**config.mk**
```make
export PLATFORM = sky130hd
export DESIGN_NAME = cycle_monitor
export DESIGN_NICKNAME = d
export VERILOG_FILES = /design/src/rtl/cycle_monitor_pkg.sv /design/src/rtl/cycle_monitor_sat_counter.sv /design/src/rtl/cycle_monitor.sv
export SDC_FILE = /design/constraint.sdc
export NUM_CORES = 1
export LEC_CHECK = 0
export BUFFER_PORTS_ARGS = -buffer_cell sky130_fd_sc_hd__buf_2
export CAP_MARGIN = 40
export CORE_ASPECT_RATIO = 1.75
export CORE_MARGIN = 10
export CORE_UTILIZATION = 42
export DETAILED_ROUTE_END_ITERATION = 10
export GPL_TIMING_DRIVEN = 0
export PLACE_DENSITY = 0.63
export REMOVE_ABC_BUFFERS = 1
export SETUP_SLACK_MARGIN = 0.02
export SYNTH_ARGS = -nofsm -noshare
export SYNTH_HDL_FRONTEND = slang
export SYNTH_HIERARCHICAL = 1
export SYNTH_SLANG_ARGS = --single-unit
export TNS_END_PERCENT = 20
```
**constraint.sdc**
```tcl
create_clock -name clk -period 3.02 [get_ports clk]
set_input_delay 0.453 -clock clk [delete_from_list [all_inputs] [get_ports clk]]
set_output_delay 0.453 -clock clk [all_outputs]
set_load 0.005 [all_outputs]
```
**src/rtl/cycle_monitor_pkg.sv**
```systemverilog
`default_nettype none
// ============================================================================
//  Module      : cycle_monitor_pkg
//  Description : Shared word width and run-state encoding for cycle_monitor.
//  Revision    : 1.0  initial release
// ============================================================================
package cycle_monitor_pkg;

    localparam int unsigned WORD = 16;

    typedef enum logic [1:0] {
        CM_IDLE = 2'd0,
        CM_RUN  = 2'd1,
        CM_DONE = 2'd2,
        CM_TOUT = 2'd3
    } cm_state_e;

endpackage : cycle_monitor_pkg
`default_nettype wire

```
**src/rtl/cycle_monitor_sat_counter.sv**
```systemverilog
`default_nettype none
// ============================================================================
//  Module      : sat_counter
//  Description : Up-counter that sticks at all-ones instead of wrapping.
//  Revision    : 1.0  initial release
// ============================================================================
module sat_counter #(
    parameter int unsigned WIDTH = 16
) (
    input  logic             clk,
    input  logic             rst,
    input  logic             clr,
    input  logic             inc,
    output logic [WIDTH-1:0] q
);

    logic [WIDTH-1:0] q_q;
    logic [WIDTH-1:0] q_d;

    always_comb begin
        q_d = q_q;
        if (clr) begin
            q_d = '0;
        end else if (inc && !(&q_q)) begin
            q_d = q_q + 1'b1;
        end
    end

    always_ff @(posedge clk or posedge rst) begin
        if (rst) begin
            q_q <= '0;
        end else begin
            q_q <= q_d;
        end
    end

    assign q = q_q;

endmodule : sat_counter
`default_nettype wire

```
**src/rtl/cycle_monitor.sv**
```systemverilog
`default_nettype none
// ============================================================================
//  Module      : cycle_monitor
//  Description : Run/halt cycle counter with per-channel event counters and
//                a watchdog that ends a run after TIMEOUT counted cycles.
//  Revision    : 1.0  initial release
// ============================================================================
module cycle_monitor
    import cycle_monitor_pkg::*;
#(
    parameter int unsigned WIDTH   = WORD,
    parameter int unsigned N_EVT   = 4,
    parameter int unsigned TIMEOUT = 45
) (
    input  logic                   clk,
    input  logic                   rst,
    input  logic                   start,
    input  logic                   halt,
    input  logic                   clr,
    input  logic [N_EVT-1:0]       evt,
    output logic [WIDTH-1:0]       cycles,
    output logic [N_EVT*WIDTH-1:0] evt_cnt,
    output logic                   running,
    output logic                   done,
    output logic                   timeout,
    output logic                   ovf
);

    // A limit that cannot be represented in WIDTH bits is never reached.
    localparam logic             TO_EN  = (TIMEOUT != 0) &&
                                          ((64'(TIMEOUT) >> WIDTH) == 64'd0);
    localparam logic [WIDTH-1:0] TO_VAL = WIDTH'(TIMEOUT);

    cm_state_e        state_q,   state_d;
    logic [WIDTH-1:0] cycles_q,  cycles_d;
    logic             running_q, running_d;
    logic             done_q,    done_d;
    logic             timeout_q, timeout_d;
    logic             ovf_q,     ovf_d;

    logic [WIDTH-1:0] cyc_inc;
    logic             cnt_clr;
    logic             cnt_run;

    assign cyc_inc = cycles_q + 1'b1;

    always_comb begin
        state_d   = state_q;
        cycles_d  = cycles_q;
        running_d = running_q;
        done_d    = done_q;
        timeout_d = timeout_q;
        ovf_d     = ovf_q;
        cnt_clr   = 1'b0;
        cnt_run   = 1'b0;

        if (clr) begin
            state_d   = CM_IDLE;
            cycles_d  = '0;
            running_d = 1'b0;
            done_d    = 1'b0;
            timeout_d = 1'b0;
            ovf_d     = 1'b0;
            cnt_clr   = 1'b1;
        end else begin
            case (state_q)
                CM_RUN: begin
                    cycles_d = cyc_inc;
                    cnt_run  = 1'b1;
                    if (&cycles_q) begin
                        ovf_d = 1'b1;
                    end
                    // The halting cycle is still counted; halt beats the watchdog.
                    if (halt) begin
                        state_d   = CM_DONE;
                        running_d = 1'b0;
                        done_d    = 1'b1;
                    end else if (TO_EN && (cyc_inc == TO_VAL)) begin
                        state_d   = CM_TOUT;
                        running_d = 1'b0;
                        timeout_d = 1'b1;
                    end
                end
                default: begin
                    if (start) begin
                        state_d   = CM_RUN;
                        cycles_d  = '0;
                        running_d = 1'b1;
                        done_d    = 1'b0;
                        timeout_d = 1'b0;
                        ovf_d     = 1'b0;
                        cnt_clr   = 1'b1;
                    end
                end
            endcase
        end
    end

    always_ff @(posedge clk or posedge rst) begin
        if (rst) begin
            state_q   <= CM_IDLE;
            cycles_q  <= '0;
            running_q <= 1'b0;
            done_q    <= 1'b0;
            timeout_q <= 1'b0;
            ovf_q     <= 1'b0;
        end else begin
            state_q   <= state_d;
            cycles_q  <= cycles_d;
            running_q <= running_d;
            done_q    <= done_d;
            timeout_q <= timeout_d;
            ovf_q     <= ovf_d;
        end
    end

    generate
        for (genvar i = 0; i < N_EVT; i++) begin : g_evt
            sat_counter #(
                .WIDTH (WIDTH)
            ) u_cnt (
                .clk (clk),
                .rst (rst),
                .clr (cnt_clr),
                .inc (cnt_run & evt[i]),
                .q   (evt_cnt[i*WIDTH +: WIDTH])
            );
        end
    endgenerate

    assign cycles  = cycles_q;
    assign running = running_q;
    assign done    = done_q;
    assign timeout = timeout_q;
    assign ovf     = ovf_q;

endmodule : cycle_monitor
`default_nettype wire

```
==> run summary <==
Root buf cell: clkbuf_16
Net switching power: 576 uW
Initial antenna violation count: 0
Max-Cap Viols: 0
Relative slew slack: 0.519
Max Clk Rate: 0.380 GHz
Worst Path Max Fanout: 42
Synth warn: 6
Vias/cell: 5.90
Reg area: 2150 sq um
CP Launch Type: flip-flop
Clk pwr share: 0.471
Crit. End Element: flip-flop
Post-DP HPWL: 10200 um
Die ar.: 16900 sq um
Core Area: 11600 sq um
Longest Clk Path Bufs: 2
Die width: 103 um
DRT Pass-1 Iters: 4
Most frequent cells in the layout: 92 x buf_2, 86 x dfrtp_1, 47 x nor2_1
Tmin final: 2630 ps
Vias in the first global route: 4631
Congestion Overflow GR: 0
H-Tree Depth: 3
CP Data Required Time: 3280 ps
Comb pwr share: 0.062
Final net count: 664
# setup viols final: 0
Synth Cell Area: 5020 sq um
Critical path class: flip-flop to flip-flop
# diodes: 0
Run status: finished, final reports clean
Fin crit share: 0.871
Critical Path Start: state_q[0]$_DFFE_PP0P_
Sequential element share of the synthesized area: 0.429
Setup TNS: 0 ps
TritonCTS clock tree: done
Power Density: 419 nW/um^2
Worst-Margin Slew: 717 ps
Starting Density: 0.431
LEAKAGE: 2.66 nW
Row count: 52
Main synth FF type: dfrtp_1
Unrepaired setup endpoints after global routing: no
Internal power: 1.92 mW
Port bufs: 92
Switch share: 0.231
Largest net degree at the start of global routing: 43
Area delta synth->final: 18.9%
Post-synth EDFFs: 0
Commonest non-fill, non-tap cell in the layout: buf_2
Antenna-violating nets left: 0
DRC errors left: 0
Design area: 5970 sq um
Via count: 4653
DRT iter0 DRCs: 203
Area of the multi-input gates: 2670 sq um
R2R Path Start: state_q[0]$_DFFE_PP0P_
Asr flop ratio synth: 1.00
Top Ports: 93
Global-route wire length before repair: 22700 um
Synth Register Bits: 86
Max VDD drop: 0.269 mV
Post-route clock skew: 5.92 ps
Post-synth cell types: 51
Dpl cell area: 5640 sq um
Syn avg cell area: 8.90 sq um
Die Ht: 165 um
Final hold viol count: 0
Total Routing Usage GR: 0.166
Syn Inst Count: 564
Fillers: 1101
Clock transition at the registers of the reported paths: 60 ps
CTS buffer count: 9
Hold buffer count at cts: 0
CTS sink cnt: 86
Avg WL per Cell: 17.3 um
Overall routed net length: 13600 um
Seq pwr share: 0.467
Final Max Slew Viols: 0
Worst Path Arrival: 2890 ps
Fraction of layout cells with a size suffix above 1: 0.229
Worst skew pair latency: 340 ps
RePlAce Congestion: 0.878
Hold WC Path Type: input port to asynchronous set/reset pin
[stage by stage]
stage	power [mW]	hold WS [ps]	setup slack, ps	utilization	instances
global placement	1.33	503	-3110	0.477	768
finish	2.50	185	388	0.512	789
detailed placement	1.35	511	163	0.485	773
floorplan	1.28	367	-1080	-	541
CTS	2.53	201	156	0.512	789
global route	2.60	213	184	0.512	789
[synthesized netlist by cell type, drive strengths merged, types with 2 or more instances]
master | instances | area [sq um]
inv | 30 | 113
nor3 | 11 | 86.3
a22o | 2 | 17.5
and4 | 2 | 17.5
o31ai | 26 | 195
nand2b | 18 | 113
a31o | 4 | 35.0
o211ai | 4 | 30.0
nand2 | 39 | 146
mux2 | 12 | 135
a211oi | 9 | 67.6
ha | 6 | 75.1
nor2 | 49 | 186
o41ai | 2 | 25.0
nor4 | 7 | 65.1
nand3 | 31 | 175
or3 | 34 | 213
nor3b | 5 | 37.5
a22oi | 2 | 15.0
a31oi | 8 | 50.1
a2111oi | 4 | 35.0
a21o | 2 | 15.0
o21bai | 4 | 30.0
nand4 | 10 | 77.6
and3 | 15 | 93.8
a21oi | 35 | 175
o21ai | 39 | 195
a21boi | 5 | 37.5
clkbuf | 18 | 73.8
nor2b | 9 | 56.3
dfrtp | 86 | 2150
mux2i | 5 | 50.1
buf | 5 | 25.0
xnor2 | 6 | 52.6
or2 | 4 | 25.0
or4 | 12 | 90.1
[final timing paths]
| path | end | slack [ps] | cells after the start |
|---|---|---|---|
| min in group clk | done$_DFFE_PP0P_ | 350 | 2 |
| max in group asynchronous | g_evt[1].u_cnt/q[2]$_DFFE_PP0P_ | 2330 | 2 |
| min reg2reg | g_evt[2].u_cnt/q[4]$_DFFE_PP0P_ | 520 | 1 |
| min | cycles[1]$_DFFE_PP0P_ | 180 | 2 |
| max | g_evt[0].u_cnt/q[5]$_DFFE_PP0P_ | 390 | 8 |
| max reg2reg | g_evt[0].u_cnt/q[5]$_DFFE_PP0P_ | 390 | 8 |
[metal layers]
layer	wire length, um	track usage	part of all wire	vias up
met3	781	0.0435	0.057	21
met4	255	0.0651	0.019	0
met2	7260	0.293	0.53	110
met5	0	0	0	-
met1	5350	0.181	0.39	2284
li1	-	-	-	2238
[area by class of cell]
cell class,instances,area share
clock buffers,12,0.0447
repair buffers,97,0.0908
flip-flops and latches,86,0.361
clock inverters,4,0.00902
multi-input cells,425,0.448
inverters,30,0.0189
well taps,135,0.0283
[power groups by stage]
stage	sequential, mW	clock [mW]	combinational, mW
floorplan	1.19	0	0.0917
global placement	1.19	0	0.142
detailed placement	1.19	0	0.158
CTS	1.17	1.21	0.158
global route	1.17	1.26	0.175
finish	1.17	1.18	0.155
[critical path, cell delays in order, from the launching register on]
cell and delay [ps]:
dfrtp_1 390, nor2b_2 230, nor3_2 560, buf_6 240
nor2_4 130, buf_16 190, buf_12 180, or4_1 510
o21ai_0 90
[timing repair]
| action | CTS | global route |
|---|---|---|
| buffers inserted | 0 | 0 |
| setup endpoints to repair | 0 | 7 |
| resized for setup | 0 | 1 |
[cells by family (layout without fill, tap and decap cells)]
family          count (synthesis)  in the layout  synth area share
flops                          86             86             0.429
buf+inv                        53            143            0.0421
mux                            17             17            0.0369
simple gates                  246            246             0.275
compound gates                149            149             0.190
xor+xnor                        7              7            0.0122
fa+ha+maj                       6              6            0.0150
[registers in the layout (all words and copies together), names as in the netlist]
register       flops
g_evt.u_cnt/q     64
cycles            16
state_q            2
done               1
ovf                1
running            1
timeout            1
(Power assumes the default switching activity.)
